`src/rtl/key_value_mod_pkg.sv`:
```
// key_value_mod_pkg: key index constants and debounce defaults shared by the key path
package key_value_mod_pkg;
  localparam int KEY_INC = 0;
  localparam int KEY_DEC = 1;
  localparam int KEY_ADD10 = 2;
  localparam int KEY_CLR = 3;
  localparam int DEBOUNCE_SYN = 1_000_000;
  localparam int DEBOUNCE_SIM = 8;
endpackage

```
`src/rtl/key_value_mod_debounce.sv`:
```
// key_debounce_mod: one key - 2-FF sync, debounce counter, debounced level, press pulse
//   i_clk, i_rst (sync, active-high), i_key_n (raw, active-low, async)
//   o_state: debounced level (1 = pressed), o_press: one-cycle pulse on accepted press
module key_debounce_mod #(
  parameter int DEBOUNCE_CYCLES = 8,
  parameter int CNT_W = 4
) (
  input  logic i_clk,
  input  logic i_rst,
  input  logic i_key_n,
  output logic o_state,
  output logic o_press
);
  logic r_sync1, r_sync2, r_state, r_press;
  logic [CNT_W-1:0] r_cnt;
  logic w_s, w_diff, w_done;
  assign w_s = ~r_sync2;
  assign w_diff = w_s ^ r_state;
  // the DEBOUNCE_CYCLES-th consecutive differing sample commits the new level
  assign w_done = w_diff && (r_cnt == CNT_W'(DEBOUNCE_CYCLES - 1));
  always_ff @(posedge i_clk) begin
    if (i_rst) begin
      r_sync1 <= 1'b1;
      r_sync2 <= 1'b1;
      r_cnt <= '0;
      r_state <= 1'b0;
      r_press <= 1'b0;
    end else begin
      r_sync1 <= i_key_n;
      r_sync2 <= r_sync1;
      r_cnt <= (!w_diff || w_done) ? '0 : r_cnt + CNT_W'(1);
      r_state <= w_done ? w_s : r_state;
      r_press <= w_done & w_s;
    end
  end
  assign o_state = r_state;
  assign o_press = r_press;
endmodule

```
`src/rtl/key_value_mod.sv`:
```
// key_value_mod: four debounced keys driving an 8-bit value (inc/dec/+10/clear, wrapping)
//   CLK, RST (sync, active-high), KEY_n[3:0] raw active-low keys
//   key_state: debounced levels, key_press: press pulses
//   value: 0..MAX_VALUE, value_chg: pulse when value takes a new value
module key_value_mod
  import key_value_mod_pkg::*;
#(
  parameter int DEBOUNCE_CYCLES = DEBOUNCE_SYN,
  parameter int CNT_W = 20,
  parameter int MAX_VALUE = 99,
  parameter int INIT_VALUE = 0
) (
  input  logic       CLK,
  input  logic       RST,
  input  logic [3:0] KEY_n,
  output logic [3:0] key_state,
  output logic [3:0] key_press,
  output logic [7:0] value,
  output logic       value_chg
);
  localparam logic [8:0] MAX9 = 9'(MAX_VALUE);
  logic [3:0] w_press;
  logic [8:0] w_v9, w_add9;
  logic [7:0] w_inc, w_dec, w_add, w_next;
  logic [7:0] r_value;
  logic r_chg;
  for (genvar g = 0; g < 4; g++) begin : g_key
    key_debounce_mod #(
      .DEBOUNCE_CYCLES(DEBOUNCE_CYCLES),
      .CNT_W(CNT_W)
    ) u_deb (
      .i_clk(CLK),
      .i_rst(RST),
      .i_key_n(KEY_n[g]),
      .o_state(key_state[g]),
      .o_press(w_press[g])
    );
  end
  // 9-bit arithmetic so value+10 cannot overflow before the range compare
  always_comb begin
    w_v9 = {1'b0, r_value};
    w_add9 = w_v9 + 9'd10;
    w_inc = (w_v9 == MAX9) ? 8'd0 : r_value + 8'd1;
    w_dec = (r_value == 8'd0) ? MAX9[7:0] : r_value - 8'd1;
    w_add = (w_add9 > MAX9) ? 8'(w_add9 - MAX9 - 9'd1) : w_add9[7:0];
    w_next = w_press[KEY_CLR]   ? 8'd0 :
             w_press[KEY_INC]   ? w_inc :
             w_press[KEY_DEC]   ? w_dec :
             w_press[KEY_ADD10] ? w_add : r_value;
  end
  always_ff @(posedge CLK) begin
    if (RST) begin
      r_value <= 8'(INIT_VALUE);
      r_chg <= 1'b0;
    end else begin
      r_value <= w_next;
      r_chg <= w_next != r_value;
    end
  end
  assign key_press = w_press;
  assign value = r_value;
  assign value_chg = r_chg;
endmodule
```
`config.mk`:
```
export PLATFORM = sky130hd
export DESIGN_NAME = key_value_mod
export DESIGN_NICKNAME = d
export VERILOG_FILES = /design/src/rtl/key_value_mod_pkg.sv /design/src/rtl/key_value_mod_debounce.sv /design/src/rtl/key_value_mod.sv
export SDC_FILE = /design/constraint.sdc
export NUM_CORES = 1
export LEC_CHECK = 0
export ABC_AREA = 1
export CORE_MARGIN = 5
export CORE_UTILIZATION = 60
export DETAILED_ROUTE_END_ITERATION = 10
export HOLD_SLACK_MARGIN = 0.03
export PLACE_DENSITY = 0.87
export SYNTH_ARGS = -nofsm -noshare
export SYNTH_HDL_FRONTEND = slang
export SYNTH_SLANG_ARGS = --single-unit
```
`constraint.sdc`:
```
create_clock -name CLK -period 5.85 [get_ports CLK]
set_clock_uncertainty 0.1 [all_clocks]
set_input_delay 1.17 -clock CLK [delete_from_list [all_inputs] [get_ports CLK]]
set_output_delay 1.17 -clock CLK [all_outputs]
set_load 0.005 [all_outputs]
```
# After elaboration in Yosys (flattened, before gate mapping)
# Cells that the tools add are included.
[word_totals]
ff_bits = 105
out_inout_bits = 17
elab_cells = 74
[classes]
n_addsub = 9
n_lt_le_gt_ge = 1
eq_ne = 6
mux = 7
n_bitwise = 12
reduce_logical = 17
[ops]
columns = ["cell", "count"]
rows = [
  ["adder 20 x 1 -> 20 bit (second input constant)", 4],
  ["equality test 20 bit (second input constant)", 4],
  ["2-to-1 mux 8 bit", 7],
  ["subtractor 8 x 1 -> 8 bit (second input constant)", 2],
  ["adder 8 x 4 -> 9 bit (second input constant)", 1],
  ["> comparator 9 x 7 -> 1 bit (second input constant)", 1],
  ["adder 8 x 1 -> 8 bit (second input constant)", 1],
  ["equality test 8 x 7 -> 1 bit (second input constant)", 1],
  ["logical NOT 8 bit", 1],
  ["inequality test 8 bit", 1],
  ["OR reduction 2 bit", 4],
  ["subtractor 8 x 7 -> 8 bit (second input constant)", 1],
  ["AND 1 bit", 4],
  ["logical AND 1 bit", 4],
  ["logical NOT 1 bit", 4],
  ["logical OR 1 bit", 4],
  ["NOT 1 bit", 4],
  ["XOR 1 bit", 4],
]

# Depth between registers and ports, before layout
[depth]
depth_word = 9
ltp_mapped = 21

# By module
# From an unflattened synthesis, not the netlist that was laid out.
[hier_totals]
hier_cells = 947
area_unflattened_um2 = 6323.6
[modules_own_cells]
columns = ["module", "instances", "cells_each", "area_per_inst_um2", "seq_area_each_um2"]
rows = [
  ["key_debounce_mod", 4, 179, 1236.2, 480.5],
  ["key_value_mod", 1, 231, 1378.8, 180.2],
]

# Least setup slack after synthesis
# No wires, ideal clock.
[synth_path]
kind = "register -> register"
from = "register r_value[1], in the netlist value[1]"
to = "register r_chg, in the netlist value_chg"
arrival_time_ns = 2.018
required_time_ns = 5.622
setup_slack_ns = 3.605
stages_incl_launch_ff = 19
cell_sequence = "dfxtp_1 > inv_1 > ha_1 > inv_1 > ha_1 > nand3_2 > nand3_4 > nand2_4 > nand2_1 > nand2_1 > nand3_1 > nand2_1 > nand2_1 > nand2_1 > nand2_1 > nand2_1 > nand3_1 > nor2_1 > nor2_1"
[synth_via]
elab_chain_cells = 9
[synth_lines]
columns = ["element", "line", "text"]
rows = [
  ["start: declaration", "key_value_mod.sv:25", "logic [7:0] r_value;"],
  ["start signal: assignment", "key_value_mod.sv:53", "r_value <= 8'(INIT_VALUE);"],
  ["start signal: assignment", "key_value_mod.sv:56", "r_value <= w_next;"],
  ["adder 8 x 4 -> 9 bit", "key_value_mod.sv:42", "w_add9 = w_v9 + 9'd10;"],
  ["subtractor 8 x 7 -> 8 bit", "key_value_mod.sv:45", "w_add = (w_add9 > MAX9) ? 8'(w_add9 - MAX9 - 9'd1) : w_add9[7:0];"],
  ["subtractor 8 x 1 -> 8 bit", "key_value_mod.sv:45", ""],
  ["2-to-1 mux 8 bit", "key_value_mod.sv:45", ""],
  ["2-to-1 mux 8 bit", "key_value_mod.sv:49", "w_press[KEY_ADD10] ? w_add : r_value;"],
  ["2-to-1 mux 8 bit", "key_value_mod.sv:48", "w_press[KEY_DEC] ? w_dec :"],
  ["2-to-1 mux 8 bit", "key_value_mod.sv:47", "w_press[KEY_INC] ? w_inc :"],
  ["2-to-1 mux 8 bit", "key_value_mod.sv:46", "w_next = w_press[KEY_CLR] ? 8'd0 :"],
  ["inequality test 8 bit (*)", "key_value_mod.sv:57", "r_chg <= w_next != r_value;"],
  ["end signal: assignment", "key_value_mod.sv:57", ""],
  ["end: declaration", "key_value_mod.sv:26", "logic r_chg;"],
]
# Every way passes the cells marked *; elsewhere a longest branch is shown, timed or not.
# A chain may end at the register's enable or synchronous reset.

# Worst setup path in the final report
[layout_path]
from = "input port RST"
to = "register g_key[1].u_deb.r_cnt[12]"
[layout_via]
elab_chain_cells = 1
[layout_lines]
columns = ["element", "line", "text"]
rows = [
  ["start: declaration", "key_value_mod.sv:14", "input logic RST,"],
  ["OR reduction 2 bit (no line)", "--", ""],
  ["end signal: assignment", "key_value_mod_debounce.sv:31", "r_cnt <= (!w_diff || w_done) ? '0 : r_cnt + CNT_W'(1);"],
  ["end: declaration", "key_value_mod_debounce.sv:15", "logic [CNT_W-1:0] r_cnt;"],
]
# Every way passes these cells.

==> impl_metrics.json <==
{
  "ys_ff_latch": 105,
  "cts-buffers-inserted": 9,
  "synthCells": 747,
  "drtIter0Drc": 252,
  "period_needed_ps": 3190,
  "drv_slew": 0,
  "period_share_pct": 54.5,
  "intPower_uw": 930,
  "dpl.hpwl_um": 8190,
  "fillers": 730,
  "grt_max_degree": 27,
  "layout_commonest_cell": "nand2_1",
  "synth_top_family_by_area": "simple AND/OR/NAND/NOR gates",
  "htree_num_levels": 3,
  "rsz0062_at_grt": "false",
  "finalHoldViolations": 0,
  "clk_root_buffer_cell": "clkbuf_8",
  "path_cells": "clkdlybuf4s50_1, inv_1, nand3_1, o21bai_1, a21oi_1",
  "cp.required_ps": 6050,
  "grt_pass1_vias": 4625,
  "clkLatencyLatePin_ps": 370,
  "drive_gt1_share_pct": 10.5,
  "relSlewSlack_pct": 46.7,
  "clk_pin_slew_ps": 100,
  "setup_viol": 0,
  "grt.overflow.total": 0,
  "power.share.clock_pct": 38.5,
  "antenna_found_initial": 0,
  "peakVddDrop_mv": 0.148,
  "pwr-share-comb_pct": 1.3,
  "reg2reg_setup_slack_ps": 3190,
  "syn_area_sq_mm": 0.00547,
  "nNetsFinal": 772,
  "cts_sinks": 105,
  "dr.pass1.iters": 5,
  "io_pins": 23,
  "power_leakage_uw": 0.00212,
  "crit_path_max_incr_delay_ps": 820,
  "drtAntennaViolNets": 0,
  "synth_xor_area_share_pct": 4.33,
  "synth_edf_count": 0,
  "die_w_um": 105,
  "synth_warnings": 0,
  "place.port_buffers": 22,
  "grt_pass1_wl_um": 19600,
  "synth_fa_ha_area_share_pct": 2.52,
  "async_flop_share_pct": 0,
  "place.gp.congestion": 0.937,
  "crit_arrival_ps": 3390,
  "synth_cell_types": 44,
  "power_density_mw_per_mm2": 203,
  "fmax_ghz": 0.314,
  "post_cts_resized": 0,
  "tightest_slew_ps": 797,
  "area_growth_pct": 7.55,
  "synth-compound-area-share_pct": 7.44,
  "post-route-util_pct": 66.8,
  "synth_mux_area_share_pct": 0,
  "clock_path_buffers": 2,
  "syn_area_per_cell_sq_um": 7.32,
  "outcome": "finished, final reports clean",
  "synth-seq-area-share_pct": 38.5,
  "syn-num-nets": 764,
  "start_kind": "primary input",
  "cp_max_fo": 26,
  "slowest_stage": "clkdlybuf4s50_1",
  "critPathBufInv": 2,
  "initial_core_util_pct": 62.1,
  "die-height_um": 105,
  "drc": 0,
  "cts_tree": "built",
  "vias": 4769,
  "cts_hold_buffers": 0,
  "path_delay_family": "buffers and inverters",
  "timing.max_cap.violations": 0,
  "fp-row-count": 34,
  "dieArea_sq_mm": 0.0111,
  "antennaDiodeCount": 0,
  "final_cell_mix": "nand2_1, dfxtp_1, inv_1",
  "ys.flop_type": "dfxtp_1",
  "worst-setup-path-type": "primary input to flop",
  "vias_per_cell": 5.49,
  "wl_per_cell_um": 12.6,
  "post_cts_buffers": 0,
  "switchingPower_uw": 264,
  "sw_frac_of_total_pct": 22.1,
  "wirelength_um": 11000,
  "finalSetupTns_ps": 0,
  "coreArea_sq_mm": 0.00881,
  "power_frac_seq_pct": 60.2,
  "hp-class": "flop to flop",
  "synth-simple-area-share_pct": 37.9,
  "cp-end-kind": "flop",
  "grt_usage_pct": 20.6
}
[logic make-up (layout without fill, tap and decap cells)]
kind of cell               count (synthesis)  after routing
buffers and inverters                    122            135
and+or+nand+nor                          408            408
xor gates and xnor gates                  27             27
adders and majority gates                 11             11
AOI/OAI and AO/OA                         74             74
DFF                                      105            105
[synth_stat cells (7+ instances only)]
| master | number | area [sq um] |
|---|---|---|
| nand3_2 | 8 | 80.1 |
| nor4_1 | 15 | 93.8 |
| inv_1 | 91 | 342 |
| nor2_1 | 85 | 319 |
| nor3b_1 | 21 | 158 |
| ha_1 | 11 | 138 |
| nand3_1 | 41 | 205 |
| clkbuf_1 | 12 | 45.0 |
| o21ai_0 | 7 | 35.0 |
| nand4_1 | 16 | 100 |
| nor3_2 | 7 | 70.1 |
| buf_4 | 9 | 67.6 |
| or2_2 | 17 | 106 |
| xor2_1 | 15 | 131 |
| nor2_2 | 11 | 68.8 |
| a21oi_1 | 48 | 240 |
| nor3_1 | 27 | 135 |
| xnor2_1 | 12 | 105 |
| nand2_1 | 135 | 507 |
| dfxtp_1 | 105 | 2100 |
[power by group through the flow]
stage	combinational, uW	clock, uW	sequential (uW)
floorplan	10.9	0	736
detailed placement	15.6	0	736
global route	18.0	498	720
global placement	15.1	0	736
finish	15.4	459	720
CTS	15.7	469	720
[area by class of cell]
type / instances / area, sq um / share of cell area, %
Multi-Input combinational cell: 520 / 2850 / 48.5
Inverter: 97 / 367 / 6.24
Tap cell: 108 / 135 / 2.30
Sequential cell: 105 / 2100 / 35.8
Timing Repair Buffer: 22 / 220 / 3.75
Clock buffer: 10 / 128 / 2.17
Clock inverter: 6 / 75.1 / 1.28
[metal layers]
layer / vias up / global-route usage (%) / routed length [um]
li1: 2440 / - / -
met1: 2169 / 24.1 / 4690
met2: 134 / 37.5 / 5500
met3: 26 / 3.30 / 536
met4: 0 / 8.06 / 229
met5: - / 0 / 0
[flip-flops by register name (all words and copies together), names as in the netlist]
name,flops
g_key.u_deb.r_sync2,4
value,8
g_key.u_deb.r_sync1,4
g_key.u_deb.r_cnt,80
g_key.u_deb.o_press,4
g_key.u_deb.o_state,4
value_chg,1
[final timing paths]
| check | start | endpoint | cells past startpoint |
|---|---|---|---|
| worst max-delay path | RST | g_key[1].u_deb.r_cnt[12] | 5 |
| worst min-delay path | g_key[3].u_deb.r_sync1 | g_key[3].u_deb.r_sync2 | 1 |
| worst max register to register | value[1] | value_chg | 18 |
| worst min register to register | g_key[3].u_deb.r_sync1 | g_key[3].u_deb.r_sync2 | 1 |
[metrics by stage]
step | total power [uW] | instance area [sq um] | instances | worst slack [ps] | hold slack [ps]
floorplan | 747 | 5470 | 747 | 3600 | 289
global placement | 751 | 5680 | 852 | 2360 | 293
detailed placement | 752 | 5680 | 852 | 2280 | 297
CTS | 1200 | 5880 | 868 | 2660 | 319
global route | 1240 | 5880 | 868 | 2340 | 339
finish | 1190 | 5880 | 868 | 2660 | 319
[worst reg2reg max path, cell delays in order, from the launching register on]
cell	delay, ps
dfxtp_1	520
inv_1	170
ha_1	360
inv_1	90
ha_1	210
nand3_2	90
nand3_4	110
nand2_4	110
nand2_1	50
nand2_1	50
nand3_1	70
nand2_1	80
nand2_1	90
nand2_1	100
nand2_1	50
nand2_1	60
nand3_1	90
nor2_1	100
nor2_1	40
(Power assumes the default switching activity.)
